$ cat src/rtl/mmio_uart_tx_if.sv
// Data-memory bus view of the UART transmitter's register window.
// The core side drives address/data/strobe; the peripheral returns decode and read data.
interface mmio_uart_tx_if;
  logic [31:0] addr;
  logic [31:0] wdata;
  logic        we;
  logic        sel;
  logic [31:0] rdata;

  modport master (output addr, output wdata, output we, input sel, input rdata);
  modport slave  (input addr, input wdata, input we, output sel, output rdata);
endinterface

$ cat src/rtl/mmio_uart_tx.sv
// Memory-mapped 8N1 UART transmitter: TXDATA/STATUS window, byte FIFO and serialiser.
// The top level uses sel to steer rdata into the load path and to block memory writes.
module mmio_uart_tx #(
  parameter logic [31:0] BASE_ADDR    = 32'hFFFF_0000,
  parameter int          CLKS_PER_BIT = 16,
  parameter int          FIFO_DEPTH   = 8
) (
  input  logic           clk,
  input  logic           reset,
  mmio_uart_tx_if.slave  bus,
  output logic           tx
);
  localparam int AW = $clog2(FIFO_DEPTH);
  localparam int CW = $clog2(FIFO_DEPTH + 1);
  localparam int BW = $clog2(CLKS_PER_BIT);

  typedef enum logic [1:0] {S_IDLE, S_START, S_DATA, S_STOP} state_t;

  state_t          r_state;
  logic [BW-1:0]   r_baud;
  logic [2:0]      r_bit;
  logic [7:0]      r_shift;
  logic            r_tx;
  logic [AW-1:0]   r_wr_ptr;
  logic [AW-1:0]   r_rd_ptr;
  logic [CW-1:0]   r_count;
  logic            r_ovf;
  logic [7:0]      r_mem [FIFO_DEPTH];

  logic            w_sel;
  logic            w_push;
  logic            w_clr;
  logic            w_full;
  logic            w_empty;
  logic            w_accept;
  logic            w_baud_last;
  logic            w_pop;
  logic [7:0]      w_head;
  logic [7:0]      w_count8;
  logic [31:0]     w_status;

  assign w_sel       = (bus.addr[31:3] == BASE_ADDR[31:3]);
  assign w_push      = bus.we && w_sel && !bus.addr[2];
  assign w_clr       = bus.we && w_sel && bus.addr[2] && bus.wdata[3];
  assign w_full      = (r_count == CW'(FIFO_DEPTH));
  assign w_empty     = (r_count == '0);
  // Full is judged on the pre-edge count, so a same-edge pop never rescues a push at full.
  assign w_accept    = w_push && !w_full;
  assign w_baud_last = (r_baud == BW'(CLKS_PER_BIT - 1));
  assign w_pop       = !w_empty && ((r_state == S_IDLE) || (r_state == S_STOP && w_baud_last));
  assign w_head      = r_mem[r_rd_ptr];
  assign w_count8    = 8'(r_count);

  assign w_status  = {16'h0000, w_count8, 4'h0, r_ovf, (r_state != S_IDLE), w_empty, w_full};
  assign bus.sel   = w_sel;
  assign bus.rdata = (w_sel && bus.addr[2]) ? w_status : 32'h0;
  assign tx        = r_tx;

  always_ff @(posedge clk) begin
    if (w_accept) r_mem[r_wr_ptr] <= bus.wdata[7:0];
  end

  always_ff @(posedge clk or negedge reset) begin
    if (!reset) begin
      r_wr_ptr <= '0;
      r_rd_ptr <= '0;
      r_count  <= '0;
      r_ovf    <= 1'b0;
    end else begin
      if (w_accept) r_wr_ptr <= r_wr_ptr + AW'(1);
      if (w_pop)    r_rd_ptr <= r_rd_ptr + AW'(1);
      case ({w_accept, w_pop})
        2'b10:   r_count <= r_count + CW'(1);
        2'b01:   r_count <= r_count - CW'(1);
        default: r_count <= r_count;
      endcase
      if (w_push && w_full) r_ovf <= 1'b1;
      else if (w_clr)       r_ovf <= 1'b0;
    end
  end

  // tx is set alongside the state so the line level always matches the state being entered.
  always_ff @(posedge clk or negedge reset) begin
    if (!reset) begin
      r_state <= S_IDLE;
      r_baud  <= '0;
      r_bit   <= '0;
      r_shift <= '0;
      r_tx    <= 1'b1;
    end else begin
      case (r_state)
        S_IDLE: begin
          r_tx <= 1'b1;
          if (w_pop) begin
            r_shift <= w_head;
            r_baud  <= '0;
            r_state <= S_START;
            r_tx    <= 1'b0;
          end
        end
        S_START: begin
          if (w_baud_last) begin
            r_baud  <= '0;
            r_bit   <= '0;
            r_state <= S_DATA;
            r_tx    <= r_shift[0];
          end else begin
            r_baud <= r_baud + BW'(1);
          end
        end
        S_DATA: begin
          if (w_baud_last) begin
            r_baud  <= '0;
            r_shift <= {1'b0, r_shift[7:1]};
            r_bit   <= r_bit + 3'd1;
            if (r_bit == 3'd7) begin
              r_state <= S_STOP;
              r_tx    <= 1'b1;
            end else begin
              r_tx <= r_shift[1];
            end
          end else begin
            r_baud <= r_baud + BW'(1);
          end
        end
        S_STOP: begin
          if (w_baud_last) begin
            r_baud <= '0;
            if (w_pop) begin
              r_shift <= w_head;
              r_state <= S_START;
              r_tx    <= 1'b0;
            end else begin
              r_state <= S_IDLE;
              r_tx    <= 1'b1;
            end
          end else begin
            r_baud <= r_baud + BW'(1);
          end
        end
        default: begin
          r_state <= S_IDLE;
          r_tx    <= 1'b1;
        end
      endcase
    end
  end
endmodule

$ cat src/flat_wrapper.sv
// flat-port wrapper written by rule: the top's interface ports become plain ports
module mmio_uart_tx_flat 
#(
  parameter logic [31:0] BASE_ADDR    = 32'hFFFF_0000,
  parameter int          CLKS_PER_BIT = 16,
  parameter int          FIFO_DEPTH   = 8
)
  (clk, reset, tx, bus_addr, bus_wdata, bus_we, bus_sel, bus_rdata);
  mmio_uart_tx_if bus_i ();
  input  logic clk;
  input  logic reset;
  output logic tx;
  input wire logic [$bits(bus_i.addr)-1:0] bus_addr;
  input wire logic [$bits(bus_i.wdata)-1:0] bus_wdata;
  input wire logic [$bits(bus_i.we)-1:0] bus_we;
  output wire logic [$bits(bus_i.sel)-1:0] bus_sel;
  output wire logic [$bits(bus_i.rdata)-1:0] bus_rdata;
  assign bus_i.addr = bus_addr;
  assign bus_i.wdata = bus_wdata;
  assign bus_i.we = bus_we;
  assign bus_sel = bus_i.sel;
  assign bus_rdata = bus_i.rdata;
  mmio_uart_tx #(.BASE_ADDR(BASE_ADDR), .CLKS_PER_BIT(CLKS_PER_BIT), .FIFO_DEPTH(FIFO_DEPTH)) u_core (.clk(clk), .reset(reset), .bus(bus_i), .tx(tx));
endmodule
$ cat config.mk
export PLATFORM = sky130hd
export DESIGN_NAME = mmio_uart_tx_flat
export DESIGN_NICKNAME = d
export VERILOG_FILES = /design/src/rtl/mmio_uart_tx_if.sv /design/src/rtl/mmio_uart_tx.sv /design/src/flat_wrapper.sv
export SDC_FILE = /design/constraint.sdc
export NUM_CORES = 1
export LEC_CHECK = 0
export CAP_MARGIN = 0
export CORE_MARGIN = 4
export CORE_UTILIZATION = 47
export CTS_BUF_LIST = sky130_fd_sc_hd__clkbuf_8
export DETAILED_ROUTE_END_ITERATION = 8
export PLACE_DENSITY = 0.89
export SLEW_MARGIN = 10
export SYNTH_ARGS = -nofsm -noshare
export SYNTH_HDL_FRONTEND = slang
export SYNTH_SLANG_ARGS = --single-unit
$ cat constraint.sdc
create_clock -name clk -period 2.3 [get_ports clk]
set_input_delay 0.345 -clock clk [delete_from_list [all_inputs] [get_ports clk]]
set_output_delay 0.345 -clock clk [all_outputs]
set_load 0.005 [all_outputs]
==> metrics <==
Initial DRC Count=218; share of cells above drive strength 1=0.324; final setup margin=-0.218 ns; Crit Path Class=flip-flop to flip-flop; final cell count without fillers=537; vias per std cell=around 5.5; critical path arrival=2.79 ns; Final Hold Violating Endpoints=0; nature of the critical path startpoint=flip-flop; leading cell type in the layout, fill and taps excluded=edfxtp_1; Worst-Skew Late Latency=~0.36 ns; Chip Width=about 110 µm; sequential share of the synthesized area=0.593; Area Growth Syn to Fin=30.3%; share of the synthesized area in the top cell type=0.430; H-Tree Depth=3; initial antenna violation count=0; Hold WC Path Type=primary input to async pin; violated checks=setup timing; Critical-path top delay cell=nor4_1; Least-Margin Pin Slew=approximately 0.6 ns; vias in the first global route=~2.9k; critical path capture point=u_core.r_count[3]; drt drc=0; CTS sink cnt=93; GP Congestion=approximately 0.85; P_int=between 2 and 3 mW; antenna cells=0; clk slew on worst S/H paths=roughly 0.09 ns; CTS Buffer Depth=2; leakage dissipation=~2.4 nW; Metal-1 WL=4040 µm; setup TNS=-0.448 ns; leading area contributor after synthesis=edfxtp_1; slew margin rel.=0.609; initial core utilization=0.483; #FFs+latches synth=between 90 and 100; die area=approximately 0.011 mm²; post-layout min period=approximately 2.5 ns; Port Buffers=50; status=finished, violations left; total track usage=0.172; Num CTS Buffers=9; reg2reg setup slack=-0.22 ns; maximum clock rate=approximately 400 MHz; Post-synth EDFFs=64; CP most frequent cell=buf_4; drt total wl=between 10000 and 15000 µm; final setup vio count=3; via count=2971; sw frac=0.215; dominant synthesized flop cell=edfxtp_1; Die Height=about 110 µm; synthesized cell area=between 0.004 and 0.005 mm²; reg2reg start=u_core.r_count[2]; top layer in use=met4; Critical Path Max Stage Delay=around 0.43 ns; GR Overflow Total=0; crit path max fanout=7; max-cap violations=0; Cells after DPL=between 500 and 600; CP cell instances=buf_4, nor4_1, nor2_1, buf_4, ha_4, buf_4, nand3b_1, a211oi_2, o21bai_1, xnor2_1; metal2 WL=5620 µm; part of the power in registers=0.574; drt wl/cell=19.7 µm; Comb pwr share=0.058; largest net degree at the start of global routing=30; VDD IR-drop max=828 µV; critical path endpoint category=flip-flop; worst path required time=approximately 2.6 ns; first-pass detailed-route iteration total=4; Nets=483; Clk network pwr share=0.368; post-synthesis cell type count=between 50 and 60; RR Endpoint=u_core.r_count[3]; Crit. Startpoint=u_core.r_count[2]; path depth of the worst reg2reg path=10; Synthesis Warnings=0; Post-Syn Instances=between 300 and 400; first-pass GRT wire length=~15000 µm; CTS tree=built; Root Driver=clkbuf_8; asr flop ratio synth=0.312; Avg Cell Area, Syn=around 15 µm²; Final Max Slew Viols=0; worst slack at placement=-0.505 ns; Pwr Density=563 mW/mm²; DR WL met3=around 660 µm; RSZ-0062 raised after global routing=yes; antenna viol nets, final=0; sw power=approximately 0.70 mW; post-DP HPWL=roughly 6500 µm; FP Rows=35; most frequent cells in the layout=edfxtp_1 (64), buf_4 (45), dfrtp_1 (27), conb_1 (24), mux2_2 (22); Top Ports=101; top post-synthesis cells by area=edfxtp_1 (43%), dfrtp_1 (16%), mux2_2 (5.5%); core area=0.00924 mm²; period utilization=1.09; Clock Skew=approximately 0.019 ns
through the flow:
step / cell area, µm² / util / hold WS, ns / power, mW
final: 5820 / 0.630 / 0.370 / 3.27
after floorplan: 4570 / - / 0.0494 / 2.00
after CTS: 5590 / 0.605 / 0.382 / 3.27
after global placement: 5260 / 0.569 / 0.464 / 2.08
after detailed placement: 5260 / 0.569 / 0.485 / 2.09
after global routing: 5820 / 0.630 / 0.384 / 3.39
layer usage:
metal | track usage | vias to the layer above
met3 | 0.0386 | 22
met2 | 0.313 | 127
li1 | - | 1323
met5 | 0 | -
met1 | 0.208 | 1499
met4 | 0.0412 | 0
how the worst min path moves through the flow:
stage	start	endpoint	slack [ns]	cells past startpoint
CTS	reset	u_core.r_rd_ptr[2]	0.38	2
global placement	u_core.r_rd_ptr[2]	u_core.r_rd_ptr[2]	0.46	1
finish	reset	u_core.r_baud[1]	0.37	2
detailed placement	u_core.r_ovf	u_core.r_ovf	0.49	1
floorplan	reset	u_core.r_baud[0]	0.05	0
global route	reset	u_core.r_baud[1]	0.38	2
Yosys cell counts, drive strengths merged, types with 6 or more instances:
cell,count
edfxtp,64
buf,29
dfrtp,28
mux2,24
mux4,16
ha,13
nor2,13
nand2,9
nand4,9
o21ai,9
and2,6
clkbuf,6
inv,6
critical path, delay by kind of cell, from the launching register on:
family / cells / cell delay (ns)
AO/OA/AOI/OAI: 2 / 0.36
adder cells (fa/ha/maj): 1 / 0.16
buffers and inverters: 3 / 0.50
XOR/XNOR: 1 / 0.19
flip-flops: 1 / 0.41
AND/OR/NAND/NOR: 3 / 0.80
kinds of logic (layout without fill, tap and decap cells):
kind of cell | count (synthesis) | count (layout) | share of synthesized area
multiplexers | 41 | 41 | 0.148
adder cells (fa/ha/maj) | 13 | 13 | 0.0364
other | 1 | 24 | 0.000840
flip-flops | 93 | 93 | 0.593
AO/OA/AOI/OAI | 30 | 30 | 0.0460
buffers and inverters | 41 | 124 | 0.0605
AND/OR/NAND/NOR | 74 | 74 | 0.0978
XOR/XNOR | 9 | 9 | 0.0177
flip-flops by register name, summed over array words and instances, names as in the netlist:
register	flops
u_core.r_count	4
u_core.tx	1
u_core.r_bit	3
u_core.r_state	2
u_core.r_ovf	1
u_core.r_wr_ptr	3
u_core.r_mem	64
u_core.r_baud	4
u_core.r_rd_ptr	3
u_core.r_shift	8
repair_timing:
action	in CTS	in global routing
resized for setup	43	45
setup endpoints to repair	11	27
setup buffers	5	11
pin swaps	12	21
hold buffers	0	0
cell type report:
| class | instances | area [µm²] |
|---|---|---|
| clock buffers | 9 | 124 |
| clock inverters | 7 | 97.6 |
| fillers | 606 | 3420 |
| inverters | 6 | 22.5 |
| multi-input cells | 191 | 1800 |
| flip-flops and latches | 93 | 2650 |
| well taps | 129 | 161 |
| repair buffers | 102 | 962 |
power by group through the flow:
| stage | combinational (mW) | sequential, mW | clock (mW) |
|---|---|---|---|
| after CTS | 0.183 | 1.88 | 1.21 |
| after detailed placement | 0.179 | 1.91 | 0 |
| after floorplan | 0.0982 | 1.90 | 0 |
| after global placement | 0.169 | 1.91 | 0 |
| after global routing | 0.209 | 1.88 | 1.30 |
| final | 0.191 | 1.88 | 1.21 |
(Power assumes the default switching activity.)
